### src/rtl/frame_mode_sequencer_pkg.sv
// Shared definitions for the frame mode sequencer: display modes, FSM states
// and mode classification helpers.
package frame_mode_sequencer_pkg;

  localparam logic [3:0] MODE_COLOR   = 4'd1;
  localparam logic [3:0] MODE_GRAY    = 4'd2;
  localparam logic [3:0] MODE_HIST    = 4'd3;
  localparam logic [3:0] MODE_THRESH  = 4'd4;
  localparam logic [3:0] MODE_CUMHIST = 4'd5;

  typedef enum logic [1:0] {
    IDLE  = 2'd0,
    FRAME = 2'd1,
    CLEAR = 2'd2,
    SKIP  = 2'd3
  } state_t;

  function automatic logic is_hist_mode(input logic [3:0] mode);
    return (mode == MODE_HIST) || (mode == MODE_CUMHIST);
  endfunction

  function automatic logic is_valid_mode(input logic [3:0] mode);
    return (mode >= MODE_COLOR) && (mode <= MODE_CUMHIST);
  endfunction

endpackage

### src/rtl/frame_mode_sequencer_fval_edge_detect.sv
// Registers frame-valid and reports its rising and falling edges; the reset
// value of the register is configurable.
module fval_edge_detect #(
  parameter logic RST_VAL = 1'b0
) (
  input  logic clk,
  input  logic rst,
  input  logic d,
  output logic rise,
  output logic fall
);

  logic q;

  always_ff @(posedge clk) begin
    if (rst) q <= RST_VAL;
    else     q <= d;
  end

  assign rise = d & ~q;
  assign fall = ~d & q;

endmodule

### src/rtl/frame_mode_sequencer.sv
// Frame-level controller: latches display mode between frames, gates histogram
// accumulation, ping-pongs the histogram bank and sweeps a clear over it.
module frame_mode_sequencer
  import frame_mode_sequencer_pkg::*;
#(
  parameter int BIN_BITS = 8,
  parameter int FCNT_W   = 16
) (
  input  logic                CCD_PIXCLK,
  input  logic                iRst,
  input  logic                iFval,
  input  logic                iCCD_DVAL,
  input  logic [3:0]          iDisplaySelect,
  output logic [3:0]          oMode,
  output logic                oModeChange,
  output logic                oHistAccEn,
  output logic                oWrBank,
  output logic [BIN_BITS-1:0] oClrAddr,
  output logic                oClrWe,
  output logic                oFrameDone,
  output logic [FCNT_W-1:0]   oFrameCount,
  output logic                oOverrun,
  output logic                oBusy
);

  state_t state, state_nxt;
  logic   rise, fall;
  logic   hist_mode;
  logic   clr_last;
  logic   skip_pend;

  // Reset high so a reset released mid-frame does not look like a frame start.
  fval_edge_detect #(
    .RST_VAL(1'b1)
  ) u_fval_edge (
    .clk  (CCD_PIXCLK),
    .rst  (iRst),
    .d    (iFval),
    .rise (rise),
    .fall (fall)
  );

  assign hist_mode = is_hist_mode(oMode);
  assign clr_last  = (oClrAddr == '1);
  assign oBusy     = (state != IDLE);

  always_comb begin
    state_nxt  = state;
    oHistAccEn = 1'b0;
    oClrWe     = 1'b0;
    case (state)
      IDLE: begin
        if (rise) state_nxt = FRAME;
      end
      FRAME: begin
        oHistAccEn = iCCD_DVAL & iFval & hist_mode;
        if (fall) state_nxt = hist_mode ? CLEAR : IDLE;
      end
      CLEAR: begin
        oClrWe = 1'b1;
        if (clr_last) begin
          if (skip_pend) state_nxt = SKIP;
          else if (rise) state_nxt = FRAME;
          else           state_nxt = IDLE;
        end
      end
      SKIP: begin
        if (fall) state_nxt = IDLE;
      end
      default: state_nxt = IDLE;
    endcase
  end

  always_ff @(posedge CCD_PIXCLK) begin
    if (iRst) begin
      state       <= IDLE;
      oMode       <= MODE_COLOR;
      oModeChange <= 1'b0;
      oWrBank     <= 1'b0;
      oClrAddr    <= '0;
      oFrameDone  <= 1'b0;
      oFrameCount <= '0;
      oOverrun    <= 1'b0;
      skip_pend   <= 1'b0;
    end else begin
      state       <= state_nxt;
      oModeChange <= 1'b0;
      oFrameDone  <= 1'b0;

      // A rise commits the frame to the mode already applied.
      if (state == IDLE && !rise && is_valid_mode(iDisplaySelect) &&
          iDisplaySelect != oMode) begin
        oMode       <= iDisplaySelect;
        oModeChange <= 1'b1;
      end

      if (state == FRAME && fall) begin
        oFrameDone  <= 1'b1;
        oFrameCount <= oFrameCount + 1'b1;
        oWrBank     <= ~oWrBank;
      end

      // Address wraps back to zero naturally after the last bin.
      if (state == CLEAR) begin
        oClrAddr <= oClrAddr + 1'b1;
        if (clr_last) begin
          skip_pend <= 1'b0;
        end else if (rise) begin
          oOverrun  <= 1'b1;
          skip_pend <= 1'b1;
        end
      end
    end
  end

endmodule

### config.mk
export PLATFORM = sky130hd
export DESIGN_NAME = frame_mode_sequencer
export DESIGN_NICKNAME = d
export VERILOG_FILES = /design/src/rtl/frame_mode_sequencer_pkg.sv /design/src/rtl/frame_mode_sequencer_fval_edge_detect.sv /design/src/rtl/frame_mode_sequencer.sv
export SDC_FILE = /design/constraint.sdc
export NUM_CORES = 1
export LEC_CHECK = 0
export ABC_AREA = 1
export CORE_MARGIN = 5
export CORE_UTILIZATION = 49
export DETAILED_ROUTE_END_ITERATION = 16
export HOLD_SLACK_MARGIN = 0.06
export PLACE_DENSITY = 0.88
export SYNTH_ARGS = -nofsm -noshare
export SYNTH_HDL_FRONTEND = slang
export SYNTH_HIERARCHICAL = 1
export SYNTH_SLANG_ARGS = --single-unit
### constraint.sdc
create_clock -name CCD_PIXCLK -period 1.6 [get_ports CCD_PIXCLK]
set_clock_uncertainty 0.2 [all_clocks]
set_input_delay 0.24 -clock CCD_PIXCLK [delete_from_list [all_inputs] [get_ports CCD_PIXCLK]]
set_output_delay 0.24 -clock CCD_PIXCLK [all_outputs]
set_load 0.01 [all_outputs]
# After elaboration in Yosys (flattened, before gate mapping)
# Cells that the tools add are included.
# W data, S select, Z words.
word_totals:
  reg_bits: 36
  out_inout_bits: 35
  word_cells: 60
classes:
  addsub: 2
  order_cmp: 2
  n_eq_ne: 11
  n_mux: 14
  n_bitwise: 8
  reduce_logical: 13
ops:
  columns: ["operator", "count"]
  rows:
  - ["$add A16 B1 Y16 const B", 1]
  - ["$mux W2", 6]
  - ["$add A8 B1 Y8 const B", 1]
  - ["$eq A8 B8 Y1 const B", 1]
  - ["$ne A2 B2 Y1 const B", 4]
  - ["$pmux W2 S4", 1]
  - ["$mux W1", 7]
  - ["$logic_and A1 B1 Y1", 5]
  - ["$and A1 B1 Y1", 4]
  - ["$eq A2 B2 Y1 const B", 2]
  - ["$eq A4 B2 Y1 const B", 1]
  - ["$eq A4 B3 Y1 const B", 1]
  - ["$ge A4 B1 Y1 const B", 1]
  - ["$le A4 B3 Y1 const B", 1]
  - ["$ne A4 B4 Y1", 1]
  - ["$not A1 Y1", 4]
  - ["$reduce_and A4 Y1", 1]
  - ["$reduce_bool A2 Y1", 2]
  - ["$reduce_and A3 Y1", 1]
  - ["$eq A2 B1 Y1 const B", 1]
  - ["$logic_not A2 Y1", 1]
  - ["$reduce_and A2 Y1", 1]
  - ["$logic_not A1 Y1", 1]
  - ["$logic_or A1 B1 Y1", 1]

# Longest topological paths before layout
logic_depth:
  word_depth: 7
  depth_mapped: 9
  ltp_nobuf: 9

# Modules after synthesis
# The synthesis kept the hierarchy.
by_module_without_submodules:
  columns: ["mod", "n_inst", "cells_per_inst", "area_per_inst_um2"]
  rows:
  - ["frame_mode_sequencer", 1, 255, 1737.9]
  - ["fval_edge_detect", 1, 7, 42.5]

# Worst setup path before layout
# Ideal clock, no wire load.
synth_timing:
  path_kind: "register -> register"
  from: "register oClrAddr[1]"
  to: "register oClrAddr[6]"
  setup_time_ns: 0.128
  arrival_ns: 1.201
  setup_slack_ns: 0.072
  stages_incl_launch_ff: 9
  period_less_slack_ns: 1.528
  path_cell_list: "dfxtp_1 ha_1 inv_1 nor2_1 inv_1 nor2_1 nand2_1 xor2_1 nor2_1"
synth_via:
  elab_chain_len: 1
synth_rtl:
  columns: ["element", "line_no", "source"]
  rows:
  - ["from (decl)", "frame_mode_sequencer.sv:18", "output logic [BIN_BITS-1:0] oClrAddr,"]
  - ["from (signal assigned)", "frame_mode_sequencer.sv:105", "oClrAddr <= oClrAddr + 1'b1;"]
  - ["$add A8 B1 Y8", "frame_mode_sequencer.sv:105", null]
# No other way between the ends.
# A chain may end at the register's enable or synchronous reset.

# Worst setup path after layout
layout_timing:
  from: "register oMode[3]"
  to: "output port oHistAccEn"
layout_via:
  elab_chain_len: 4
  elab_cells_between_ends: 5
  cone_classes: "eq/ne: 2; mux: 1; bitwise: 1; reduce/logical: 1"
layout_rtl:
  columns: ["element", "line_no", "source"]
  rows:
  - ["from (decl)", "frame_mode_sequencer.sv:14", "output logic [3:0] oMode,"]
  - ["from (signal assigned)", "frame_mode_sequencer.sv:93", "oMode <= iDisplaySelect;"]
  - ["$eq A4 B2 Y1 / $eq A4 B3 Y1 (equally long branches)", "frame_mode_sequencer_pkg.sv:19", "return (mode == MODE_HIST) || (mode == MODE_CUMHIST);"]
  - ["$logic_or A1 B1 Y1 *", "frame_mode_sequencer_pkg.sv:19", null]
  - ["$and A1 B1 Y1 *", "frame_mode_sequencer.sv:56", "oHistAccEn = iCCD_DVAL & iFval & hist_mode;"]
  - ["$mux W1 *", "frame_mode_sequencer.sv:51", "case (state)"]
  - ["to (decl)", "frame_mode_sequencer.sv:16", "output logic oHistAccEn,"]
# Mark *: on every way between the ends. The rest lies on a longest branch, timed or not.

==> flow_metrics.py <==
metrics = {
    "status": {
        "outcome": "finished with violations",
        "violations": "negative setup slack",
    },
    "layout": {
        "post-route-util_pct": 70.8,
        "nets": 348,
        "synthToLayoutAreaGrowth_pct": 42.4,
        "diodes": 0,
        "drive_above_1_share_pct": 22.5,
    },
    "synthesis": {
        "synth_top_cell_by_area": "dfxtp_1",
        "seq_area_frac_synth_pct": 40.5,
        "synth-edff-count": 0,
        "synthFlopType": "dfxtp_1",
        "syn_area_per_cell_um2": 6.80,
        "synth_warnings": 6,
        "synth_cell_types": 27,
        "ys_ff_latch": 36,
        "post-synth-top-count-cell": "nand2_1",
        "ys_top_cells_by_area": "dfxtp_1, nand2_1, nor2_1, inv_1, a21oi_1",
        "netlist_area_um2": 1780,
        "synth_top_area_share_pct": 40.5,
        "synth_common_cells": "nand2_1, nor2_1, dfxtp_1, inv_1, a21oi_1",
        "async_reset_ff_share_pct": 0,
        "synth_nets": 272,
        "syn_inst": 262,
    },
    "sta": {
        "slew_headroom_pct": 77.2,
        "period_needed_ps": 1650,
        "fmax_mhz": 607,
        "setup_violations": 1,
        "rsz0062_at_grt": "yes",
        "tightestPinTransition_ps": 341,
        "finalHoldViolCount": 0,
        "finalWorstSetupSlack_ps": -46.6,
        "min_period_over_period_pct": 103,
        "slew_violations": 0,
    },
    "die": {
        "coreArea_um2": 3580,
        "die_x_um": 70.3,
        "fp.dieH_um": 70.3,
        "start_util_pct": 49.8,
        "dieArea_um2": 4940,
        "ios": 43,
        "row_count": 22,
    },
    "drt": {
        "wl_met2_um": 2110,
        "viasPerCell": 4.85,
        "wl_met3_um": 234,
        "vias": 1874,
        "postRouteAntennaNets": 0,
        "drt_iter0_markers": 96,
        "drcViolationCount": 0,
        "wl_met1_um": 1930,
        "firstDrtPassIters": 5,
        "routed.top_layer": "met4",
        "wl_per_cell_um": 11.4,
        "routed_wl_um": 4390,
    },
    "cts": {
        "cts_buffers": 5,
        "clock-sinks": 36,
        "root_buffer": "clkbuf_4",
        "htree_levels": 2,
        "tritoncts": "done",
        "clock_path_buffers": 2,
        "clock_latency_ps": 340,
        "clkSlewWorstSetupHoldPaths_ps": 100,
    },
    "power": {
        "finalPower_uw": 2450,
        "p_per_area_nw_per_um2": 966,
        "ir_drop_mv": 0.498,
        "power_leakage_uw": 0.00127,
    },
    "placement": {
        "place_congestion": 0.830,
        "port-buffer-count": 42,
        "hpwl_um": 3170,
    },
    "setup_path": {
        "path_max_fanout": 2,
        "slowest_stage": "dfxtp_2",
        "crit_path_max_incr_delay_ps": 340,
        "setup.worst_path.start_class": "flip-flop",
        "critPathCaptureType": "output pin",
        "crit_required_ps": 1160,
        "crit_type": "reg -> out",
        "cp.arrival_ps": 1210,
        "crit_chain": "inv_2 > nand2_2 > a21oi_2 > nand2_1 > nor2_1 > buf_2",
    },
    "run": {
        "drv_cap": 0,
    },
    "grt": {
        "overflow": 0,
        "grt_pass1_vias": 1771,
        "grt_antenna_before_repair": 0,
        "grt_start_max_net_pins": 16,
        "track_usage_pct": 17.4,
        "grt_pass1_wl_um": 7060,
    },
    "min_path": {
        "hold_class": "reg -> reg",
    },
}
## critical path: cells and delay by family, from the launching register on
family                 cells  cell delay, ps
flip-flops                 1             340
AO/OA/AOI/OAI              1             110
AND/OR/NAND/NOR            3             240
buffers and inverters      2             190
## kinds of logic after synthesis
logic type	after synthesis	share of synthesized area (%)
adder cells (fa/ha/maj)	2	1.41
XOR/XNOR	4	1.97
AND/OR/NAND/NOR	149	37.7
buffers and inverters	40	8.99
flip-flops	36	40.5
AO/OA/AOI/OAI	31	9.42
## path summary, 6_finish.rpt
kind | startpoint | slack, ps | to | depth (start not counted)
hold reg to reg | oOverrun | 260 | oOverrun | 1
setup / recovery | oMode[3] | -50 | oHistAccEn | 6
setup reg to reg | state[1] | 100 | oClrAddr[7] | 9
hold / removal | oOverrun | 260 | oOverrun | 1
## what timing repair did
| item | in CTS | in global routing |
|---|---|---|
| pin swaps | 0 | 8 |
| resized for setup | 56 | 24 |
| endpoints found under the hold margin | 0 | 0 |
| setup endpoints to repair | 35 | 19 |
| hold buffers | 0 | 0 |
| buffers inserted | 0 | 5 |
## sequential cells by signal (all words and copies together) (netlist names)
signal         flops
state              2
oMode              4
oModeChange        1
oWrBank            1
skip_pend          1
oOverrun           1
u_fval_edge/q      1
oFrameCount       16
oFrameDone         1
oClrAddr           8
## layer usage
layer | track usage (%) | vias up
met5 | 0 | -
met3 | 5.18 | 13
met4 | 8.94 | 0
met2 | 28.8 | 59
li1 | - | 975
met1 | 20.2 | 827
## cell type report
type                            count  area [um2]
Fill cell                         286        1040
Inverter                           37         141
Sequential cell                    36         741
Timing Repair Buffer               72         602
Tap cell                           48        60.1
Clock buffer                        6        41.3
Clock inverter                      1        5.00
Multi-Input combinational cell    186         945
## layout by cell type, fill, tap and decap left out, types with 2 or more instances in the layout
master	Yosys	final
a21oi_1	14	12
a21oi_2	0	2
a31oi_1	4	4
buf_2	0	2
buf_4	0	29
buf_6	0	2
clkbuf_4	0	5
clkdlybuf4s50_1	0	7
dfxtp_1	36	22
dfxtp_2	0	13
dlygate4sd2_1	0	31
ha_1	2	2
inv_1	36	32
inv_2	1	4
nand2_1	66	62
nand2_2	1	4
nand3_1	12	11
nand3_2	1	2
nand4_1	5	5
nor2_1	49	46
nor2_2	2	3
nor2_4	1	3
nor2_8	2	2
nor3_1	5	5
o21a_1	2	2
o21ai_0	10	10
xor2_1	4	4
## where the power goes
| part | switching [uW] | total [uW] | internal, uW |
|---|---|---|---|
| combinational | 505 | 949 | 445 |
| sequential | 58.7 | 1050 | 989 |
| clock | 290 | 452 | 162 |
| total | 854 | 2450 | 1600 |
## through the flow
| stage | TNS [ps] | instance area, um2 | hold WS [ps] | cells | worst slack [ps] |
|---|---|---|---|---|---|
| 2_1_floorplan | 0 | 1780 | 119 | 262 | 71.9 |
| 3_3_place_gp | -5050 | 2430 | 249 | 374 | -262 |
| 3_5_place_dp | -5450 | 2430 | 253 | 374 | -332 |
| 4_1_cts | -66.1 | 2430 | 268 | 381 | -66.1 |
| 5_1_grt | -196 | 2530 | 283 | 386 | -147 |
| 6_report | -46.6 | 2530 | 264 | 386 | -46.6 |
(Power assumes the default switching activity.)
